[src/rtl/mem_stage_pkg.sv]
// Shared definitions for the memory stage.
//   XLEN        : datapath / address width
//   mem_state_t : data-memory handshake FSM state encoding
package mem_stage_pkg;

    localparam int XLEN = 32;

    typedef enum logic [1:0] {
        IDLE      = 2'd0,
        WAIT_RESP = 2'd1,
        DONE      = 2'd2
    } mem_state_t;

endpackage

[src/rtl/mem_stage_if.sv]
// Data-memory port bundle (req/gnt/rvalid handshake).
//   req    : request valid            (master -> slave)
//   we     : 1 = store, 0 = load       (master -> slave)
//   addr   : word-aligned address      (master -> slave)
//   wdata  : store data                (master -> slave)
//   gnt    : request accepted          (slave -> master)
//   rvalid : load data valid           (slave -> master)
//   rdata  : load data                 (slave -> master)
interface mem_stage_if #(
    parameter int XLEN = mem_stage_pkg::XLEN
) ();

    logic            req;
    logic            we;
    logic [XLEN-1:0] addr;
    logic [XLEN-1:0] wdata;
    logic            gnt;
    logic            rvalid;
    logic [XLEN-1:0] rdata;

    modport master (
        output req, we, addr, wdata,
        input  gnt, rvalid, rdata
    );

    modport slave (
        input  req, we, addr, wdata,
        output gnt, rvalid, rdata
    );

endinterface

[src/rtl/mem_stage_dmem_fsm.sv]
// Data-memory handshake sequencer for the memory stage.
//   clk, rst  : clock, asynchronous active-high reset
//   load      : current instruction is a word load
//   store     : current instruction is a word store
//   gnt       : memory accepted the request
//   rvalid    : load data valid (only honoured while waiting for it)
//   rdata     : load data
//   req       : request valid to memory
//   we        : write enable to memory
//   load_buf  : captured load data
//   done      : access complete, instruction may leave the stage
module dmem_fsm #(
    parameter int XLEN = mem_stage_pkg::XLEN
) (
    input  logic            clk,
    input  logic            rst,
    input  logic            load,
    input  logic            store,
    input  logic            gnt,
    input  logic            rvalid,
    input  logic [XLEN-1:0] rdata,
    output logic            req,
    output logic            we,
    output logic [XLEN-1:0] load_buf,
    output logic            done
);

    import mem_stage_pkg::*;

    mem_state_t      state_q, state_d;
    logic [XLEN-1:0] load_buf_q, load_buf_d;
    logic            memop;

    assign memop = load | store;

    always_ff @(posedge clk or posedge rst) begin
        if (rst) begin
            state_q    <= IDLE;
            load_buf_q <= '0;
        end else begin
            state_q    <= state_d;
            load_buf_q <= load_buf_d;
        end
    end

    always_comb begin
        state_d    = state_q;
        load_buf_d = load_buf_q;
        case (state_q)
            IDLE: begin
                // Without gnt the request simply stays up; execute is frozen
                // by stall, so address/data are stable.
                if (memop && gnt) begin
                    state_d = load ? WAIT_RESP : DONE;
                end
            end
            WAIT_RESP: begin
                if (rvalid) begin
                    load_buf_d = rdata;
                    state_d    = DONE;
                end
            end
            DONE:    state_d = IDLE;
            default: state_d = IDLE;
        endcase
    end

    always_comb begin
        req      = memop && (state_q == IDLE);
        we       = store;
        done     = (state_q == DONE);
        load_buf = load_buf_q;
    end

endmodule

[src/rtl/mem_stage.sv]
// Memory stage of the 5-stage pipeline.
//   clk, rst            : clock, asynchronous active-high reset
//   regwrite..regDF     : registered outputs of execute
//   dmem                : data-memory port (master side)
//   stall               : freeze fetch/decode/execute
//   branch_flush        : taken branch, flush younger stages
//   jal_flush           : jal/jalr, flush younger stages
//   redirect_pc         : new fetch PC
//   misalign            : ld/st address not word aligned (access done aligned)
//   regD_mem, regwrite_mem, regD_val_mem : forward path to execute
//   wb_regwrite, wb_regD, wb_val         : MEM/WB pipeline register
module mem_stage #(
    parameter int XLEN = mem_stage_pkg::XLEN
) (
    input  logic            clk,
    input  logic            rst,
    input  logic            regwrite,
    input  logic            loadF,
    input  logic            storeF,
    input  logic            jalF,
    input  logic            jalrF,
    input  logic [XLEN-1:0] target,
    input  logic [XLEN-1:0] result,
    input  logic [XLEN-1:0] store_data,
    input  logic            branch_cond,
    input  logic [4:0]      regDF,
    mem_stage_if.master     dmem,
    output logic            stall,
    output logic            branch_flush,
    output logic            jal_flush,
    output logic [XLEN-1:0] redirect_pc,
    output logic            misalign,
    output logic [4:0]      regD_mem,
    output logic            regwrite_mem,
    output logic [XLEN-1:0] regD_val_mem,
    output logic            wb_regwrite,
    output logic [4:0]      wb_regD,
    output logic [XLEN-1:0] wb_val
);

    import mem_stage_pkg::*;

    logic            memop;
    logic            done;
    logic [XLEN-1:0] load_buf;

    logic            wb_regwrite_q, wb_regwrite_d;
    logic [4:0]      wb_regD_q, wb_regD_d;
    logic [XLEN-1:0] wb_val_q, wb_val_d;

    assign memop = loadF | storeF;

    dmem_fsm #(.XLEN(XLEN)) u_fsm (
        .clk      (clk),
        .rst      (rst),
        .load     (loadF),
        .store    (storeF),
        .gnt      (dmem.gnt),
        .rvalid   (dmem.rvalid),
        .rdata    (dmem.rdata),
        .req      (dmem.req),
        .we       (dmem.we),
        .load_buf (load_buf),
        .done     (done)
    );

    assign dmem.addr  = {result[XLEN-1:2], 2'b00};
    assign dmem.wdata = store_data;

    always_comb begin
        stall        = memop && !done;
        // Branches and jumps are never memops, so no stall gating is needed.
        branch_flush = branch_cond;
        jal_flush    = jalF | jalrF;
        redirect_pc  = target;
        misalign     = memop && (result[1:0] != 2'b00);
        regD_mem     = regDF;
        regD_val_mem = loadF ? load_buf : result;
        // A load's value only exists once the FSM reaches DONE.
        regwrite_mem = regwrite && !(loadF && !done);
    end

    always_comb begin
        wb_regwrite_d = wb_regwrite_q;
        wb_regD_d     = wb_regD_q;
        wb_val_d      = wb_val_q;
        if (stall) begin
            // Inject a bubble into writeback; index/value hold.
            wb_regwrite_d = 1'b0;
        end else begin
            wb_regwrite_d = regwrite;
            wb_regD_d     = regDF;
            wb_val_d      = regD_val_mem;
        end
    end

    always_ff @(posedge clk or posedge rst) begin
        if (rst) begin
            wb_regwrite_q <= 1'b0;
            wb_regD_q     <= '0;
            wb_val_q      <= '0;
        end else begin
            wb_regwrite_q <= wb_regwrite_d;
            wb_regD_q     <= wb_regD_d;
            wb_val_q      <= wb_val_d;
        end
    end

    assign wb_regwrite = wb_regwrite_q;
    assign wb_regD     = wb_regD_q;
    assign wb_val      = wb_val_q;

endmodule

[src/flat_wrapper.sv]
// flat-port wrapper written by rule: the top's interface ports become plain ports
module mem_stage_flat import mem_stage_pkg::*;
#(
    parameter int XLEN = mem_stage_pkg::XLEN
)
  (clk, rst, regwrite, loadF, storeF, jalF, jalrF, target, result, store_data, branch_cond, regDF, stall, branch_flush, jal_flush, redirect_pc, misalign, regD_mem, regwrite_mem, regD_val_mem, wb_regwrite, wb_regD, wb_val, dmem_req, dmem_we, dmem_addr, dmem_wdata, dmem_gnt, dmem_rvalid, dmem_rdata);
  mem_stage_if #(.XLEN(XLEN)) dmem_i ();
  input  logic clk;
  input  logic rst;
  input  logic regwrite;
  input  logic loadF;
  input  logic storeF;
  input  logic jalF;
  input  logic jalrF;
  input  logic [XLEN-1:0] target;
  input  logic [XLEN-1:0] result;
  input  logic [XLEN-1:0] store_data;
  input  logic branch_cond;
  input  logic [4:0] regDF;
  output logic stall;
  output logic branch_flush;
  output logic jal_flush;
  output logic [XLEN-1:0] redirect_pc;
  output logic misalign;
  output logic [4:0] regD_mem;
  output logic regwrite_mem;
  output logic [XLEN-1:0] regD_val_mem;
  output logic wb_regwrite;
  output logic [4:0] wb_regD;
  output logic [XLEN-1:0] wb_val;
  output wire logic [$bits(dmem_i.req)-1:0] dmem_req;
  output wire logic [$bits(dmem_i.we)-1:0] dmem_we;
  output wire logic [$bits(dmem_i.addr)-1:0] dmem_addr;
  output wire logic [$bits(dmem_i.wdata)-1:0] dmem_wdata;
  input wire logic [$bits(dmem_i.gnt)-1:0] dmem_gnt;
  input wire logic [$bits(dmem_i.rvalid)-1:0] dmem_rvalid;
  input wire logic [$bits(dmem_i.rdata)-1:0] dmem_rdata;
  assign dmem_req = dmem_i.req;
  assign dmem_we = dmem_i.we;
  assign dmem_addr = dmem_i.addr;
  assign dmem_wdata = dmem_i.wdata;
  assign dmem_i.gnt = dmem_gnt;
  assign dmem_i.rvalid = dmem_rvalid;
  assign dmem_i.rdata = dmem_rdata;
  mem_stage #(.XLEN(XLEN)) u_core (.clk(clk), .rst(rst), .regwrite(regwrite), .loadF(loadF), .storeF(storeF), .jalF(jalF), .jalrF(jalrF), .target(target), .result(result), .store_data(store_data), .branch_cond(branch_cond), .regDF(regDF), .dmem(dmem_i), .stall(stall), .branch_flush(branch_flush), .jal_flush(jal_flush), .redirect_pc(redirect_pc), .misalign(misalign), .regD_mem(regD_mem), .regwrite_mem(regwrite_mem), .regD_val_mem(regD_val_mem), .wb_regwrite(wb_regwrite), .wb_regD(wb_regD), .wb_val(wb_val));
endmodule
[config.mk]
export PLATFORM = sky130hd
export DESIGN_NAME = mem_stage_flat
export DESIGN_NICKNAME = d
export VERILOG_FILES = /design/src/rtl/mem_stage_pkg.sv /design/src/rtl/mem_stage_if.sv /design/src/rtl/mem_stage_dmem_fsm.sv /design/src/rtl/mem_stage.sv /design/src/flat_wrapper.sv
export SDC_FILE = /design/constraint.sdc
export NUM_CORES = 1
export LEC_CHECK = 0
export CORE_MARGIN = 3
export CORE_UTILIZATION = 32
export DETAILED_ROUTE_END_ITERATION = 10
export HOLD_SLACK_MARGIN = 0.15
export PLACE_DENSITY = 0.75
export SLEW_MARGIN = 10
export SYNTH_ARGS = -nofsm -noshare
export SYNTH_HDL_FRONTEND = slang
export SYNTH_HIERARCHICAL = 1
export SYNTH_SLANG_ARGS = --single-unit
[constraint.sdc]
create_clock -name clk -period 1.4 [get_ports clk]
set_input_delay 0.28 -clock clk [delete_from_list [all_inputs] [get_ports clk]]
set_output_delay 0.28 -clock clk [all_outputs]
set_load 0.01 [all_outputs]
=== Word-level counts from Yosys, hierarchy flattened ===
Cells that the tools add are included.

* Bits in registers: 72
* Input bits: 143
* Output and inout port bits: 178
* Logic and storage cells: 29

* Equal/unequal tests: 4
* Muxes and demuxes: 6
* Bitwise gates (word level): 2
* Reduce and logical (&&, ||, !) cells: 12

{| class="wikitable"
|+ Operators by type and width
! operator !! number
|-
| 32-bit 2-to-1 mux || 1
|-
| 1-bit logical AND || 6
|-
| 2-bit 2-to-1 mux || 3
|-
| 2-bit inequality test (second input constant) || 2
|-
| 2-bit case mux with 2 select lines || 1
|-
| 2-bit AND reduction || 2
|-
| 2-bit by 1-bit equality test with 1-bit output (second input constant) || 1
|-
| 2-bit equality test (second input constant) || 1
|-
| 1-bit zero test || 2
|-
| 2-bit zero test || 1
|-
| 1-bit OR || 2
|-
| 2-bit nonzero test || 1
|-
| 1-bit 2-to-1 mux || 1
|}

=== Logic depth before layout (Yosys ltp) ===
* Depth in word-level cells: 5
* Mapped depth: 7
* Gate-level depth less buffers: 4

=== By module ===
The synthesis kept the hierarchy.

{| class="wikitable"
|+ Modules (own cells, without submodules)
! module !! instances !! cells an instance !! area each (um^2) !! seq. area each (um^2)
|-
| mem_stage || 1 || 321 || 3022.9 || 950.9
|-
| dmem_fsm || 1 || 81 || 1442.6 || 850.8
|}

=== Worst setup path after synthesis ===
OpenSTA, ideal clock, no wires.

* Path kind: register to output
* Start: register u_core.u_fsm.state_q[0]
* End: output port regwrite_mem
* Arrival time: 1.264 ns
* Data required time: 1.120 ns
* Path slack: -0.144 ns
* Stages on the path, launching flop included: 6
* Buffers on the path: 2
* Cells stage by stage: dfrtp_1 nor2b_1 buf_6 inv_1 buf_2 a21boi_0

* Cells in the longest elaborated chain, start to end: 5

{| class="wikitable"
|+ RTL lines
! what !! line !! source
|-
| from (decl) || mem_stage_dmem_fsm.sv:30 || <nowiki>mem_state_t state_q, state_d;</nowiki>
|-
| from (signal assigned) || mem_stage_dmem_fsm.sv:41 || <nowiki>state_q <= state_d;</nowiki>
|-
| 2-bit equality test || mem_stage_dmem_fsm.sv:71 || <nowiki>done = (state_q == DONE);</nowiki>
|-
| via u_core.done || mem_stage.sv:44 || <nowiki>logic done;</nowiki>
|-
| 1-bit zero test || mem_stage.sv:80 || <nowiki>regwrite_mem = regwrite && !(loadF && !done);</nowiki>
|-
| 1-bit logical AND || mem_stage.sv:80 ||
|-
| 1-bit zero test || mem_stage.sv:80 ||
|-
| 1-bit logical AND || mem_stage.sv:80 ||
|-
| to (decl) || flat_wrapper.sv:26 || <nowiki>output logic regwrite_mem;</nowiki>
|}

The timed path passes the listed nets, and every way through them passes these cells.

=== Worst setup path after layout ===
* Start: register u_core.u_fsm.state_q[0]
* End: output port stall

* Cells in the longest elaborated chain, start to end: 3

{| class="wikitable"
|+ RTL lines
! what !! line !! source
|-
| 2-bit equality test || mem_stage_dmem_fsm.sv:71 ||
|-
| via u_core.done || mem_stage.sv:44 ||
|-
| 1-bit zero test || mem_stage.sv:71 || <nowiki>stall = memop && !done;</nowiki>
|-
| 1-bit logical AND || mem_stage.sv:71 ||
|-
| to (decl) || flat_wrapper.sv:20 || <nowiki>output logic stall;</nowiki>
|}

The timed path passes the listed nets, and every way through them passes these cells.

==> metrics <==
Die Wd=about 120 um; Peak Freq=639 MHz; synth-to-layout area growth=57.7%; hold_buf cts=0; Clock Tree Buf Depth=2; Crit. End Element=output port; # fillers=roughly 1200; final setup margin=-164 ps; Detail Route Antenna Nets=0; post-synth top area share=between 40% and 50%; R2R Path Start=u_core/u_fsm/state_q[0]; clock insertion delay at the later pin of the skew report=approximately 340 ps; status=complete, but fails checks; cell count of the worst reg-to-reg path=5; Port Buffer Count=188; yosys warns=6; Initial Utilization=~33%; Hold Violations, Final=0; non-filler instance count after layout=slightly below 800; skew final=4.91 ps; WP data arrival=between 1000 and 1500 ps; mapped cell area=4470 um^2; initial antenna violation count=0; Vias=between 3000 and 4000; most area-hungry cell type in the Yosys netlist=dfrtp_1; sequential fraction of the synthesis area=between 40 and 50%; met3 global-route usage=under 10%; global-route wire length before repair=roughly 21000 um; layout cells sized above 1=41.8%; Core Area=13500 um^2; CP Launch Type=flip-flop; vias in the first global route=4065; Post-route DRC=0; Final GP Congestion=between 0.7 and 0.8; DIE AREA=about 15000 um^2; required time of the critical path=~1100 ps; P_leak=roughly 0.0035 uW; worst hold slack=between 300 and 400 ps; largest net degree at the start of global routing=39; min-delay worst type=primary input to async pin; CTS clk-pin slew, worst paths=approximately 60 ps; syn_area_per_cell=between 10 and 15 um^2; Gate Count Post-Synth=402; detailed-placement wirelength estimate=between 9000 and 10000 um; total CTS buffers=9; R2R Setup Slk=-110 ps; vias per inst=4.82; Slew Viols, Final=0; fin crit period=about 1600 ps; clock sinks=~70; crit-path max FO=4; final worst-path cycle share=112%; CTS Root Buffer Type=clkbuf_16; Setup CP Type=flip-flop to output port; number of library cell types mapped by synthesis=28; row count=42; DP Cell Count=slightly above 700; Ports=321; Final #Nets=731; synthesis-stage register bit count=72; maxcap violations=0; failing checks=setup timing; top cells by area, synth=dfrtp_1 40%, buf_4 18%, mux2_4 12%; diode count=0; Total GRT Usage=between 10% and 20%; Max VDD drop=826 uV; CTS tree=built; met2 Usage GRT=a little under a third; Wirelength per Cell=approximately 19 um; height of the die=between 100 and 150 um; met1 usage=21.0%; drt pass-1 iters=4; drt initial violations=207; most frequent cells in the layout=82 x buf_4, 76 x dlygate4sd2_1, 71 x dfrtp_1, 67 x clkdlybuf4s50_1, 64 x nand2_1; setup TNS=-3920 ps; endpoints failing setup=61; commonest non-fill, non-tap cell in the layout=buf_4; reg2reg end=u_core/u_fsm/load_buf[2]; unrepaired setup endpoints after global routing=yes; Pwr Density=around 1400 nW/um^2; H-tree Lvls=3; routed wire length=around 15000 um; GR peak layer=met2; grt ovf=0
worst max-delay path, cell delays in order (launching register included):
cell     delay, ps
dfrtp_2        430
nor2b_4        190
o21ba_4        200
buf_6          120
flip-flops by register name, summed over array words and instances, names as in the netlist:
register               count
u_core/wb_val             32
u_core/wb_regD             5
u_core/u_fsm/load_buf     32
u_core/wb_regwrite         1
u_core/u_fsm/state_q       2
report_power, final:
part | leakage (uW) | total, uW | switching [uW] | internal (uW)
sequential | 0.000862 | 3220 | 456 | 2760
clock | 0.000148 | 2500 | 940 | 1560
combinational | 0.00247 | 4270 | 1630 | 2640
per-stage QoR:
stage | total power [uW] | utilization (%) | worst slack, ps | area, um^2
2_1_floorplan | 5270 | - | -1.33 | 4480
3_3_place_gp | 7140 | 47.1 | -560 | 6340
3_5_place_dp | 7240 | 47.1 | -557 | 6340
4_1_cts | 9870 | 50.9 | -231 | 6850
5_1_grt | 10500 | 52.3 | -217 | 7040
6_report | 9990 | 52.3 | -164 | 7040
cells in the mapped netlist:
master and count:
mux2_2 15, nand3b_4 1, o221a_1 10, mux2i_1 13
o22a_1 1, nor3_1 1, o221ai_2 5, nand4bb_1 1
dfrtp_1 72, o221a_2 3, buf_4 106, o21ba_4 1
or2_2 1, nand2b_4 2, a21boi_0 1, nor2_1 1
nand2_1 71, nor2b_1 3, conb_1 1, nand2b_1 20
mux2_4 35, a21oi_1 2, clkbuf_1 2, inv_1 3
nand3b_1 1, buf_6 10, buf_2 6, o221ai_1 14
worst max-delay path by stage:
| stage | from | endpoint | slack, ps | depth (start not counted) |
|---|---|---|---|---|
| 6_report | u_core/u_fsm/state_q[0] | stall | -160 | 3 |
| 5_1_grt | u_core/u_fsm/state_q[0] | stall | -220 | 3 |
| 4_1_cts | u_core/u_fsm/state_q[0] | regwrite_mem | -230 | 4 |
| 3_5_place_dp | storeF | dmem_req | -560 | 5 |
| 3_3_place_gp | storeF | dmem_req | -560 | 5 |
| 2_1_floorplan | u_core/u_fsm/state_q[1] | u_core/wb_regD[0] | -1 | 5 |
cell type report:
type | instances | area [um^2] | area share [%]
inverters | 3 | 11.3 | 0.160
clock inverters | 7 | 96.3 | 1.37
clock buffers | 9 | 225 | 3.20
flip-flops and latches | 72 | 1800 | 25.6
multi-input cells | 205 | 1860 | 26.4
repair buffers | 297 | 2820 | 40.1
well taps | 176 | 220 | 3.13
metal layers:
metal,share of wire (%),routed length (um)
met1,39,5800
met2,50,7360
met3,7.5,1110
met4,3.4,507
met5,0,0
timing repair:
| action | CTS | global route |
|---|---|---|
| gates cloned | 4 | 6 |
| resized for setup | 275 | 28 |
| pin swaps | 13 | 6 |
| buffers inserted | 13 | 10 |
| setup endpoints to repair | 129 | 82 |
kinds of logic after synthesis:
family,count (synthesis),share of synthesized area (%)
compound gates,37,8.66
buf+inv,127,21.4
flops,72,40.3
mux,63,18.5
other cells,1,0.0840
simple gates,102,11.0
No activity file was read; power rests on OpenSTA's default activity.
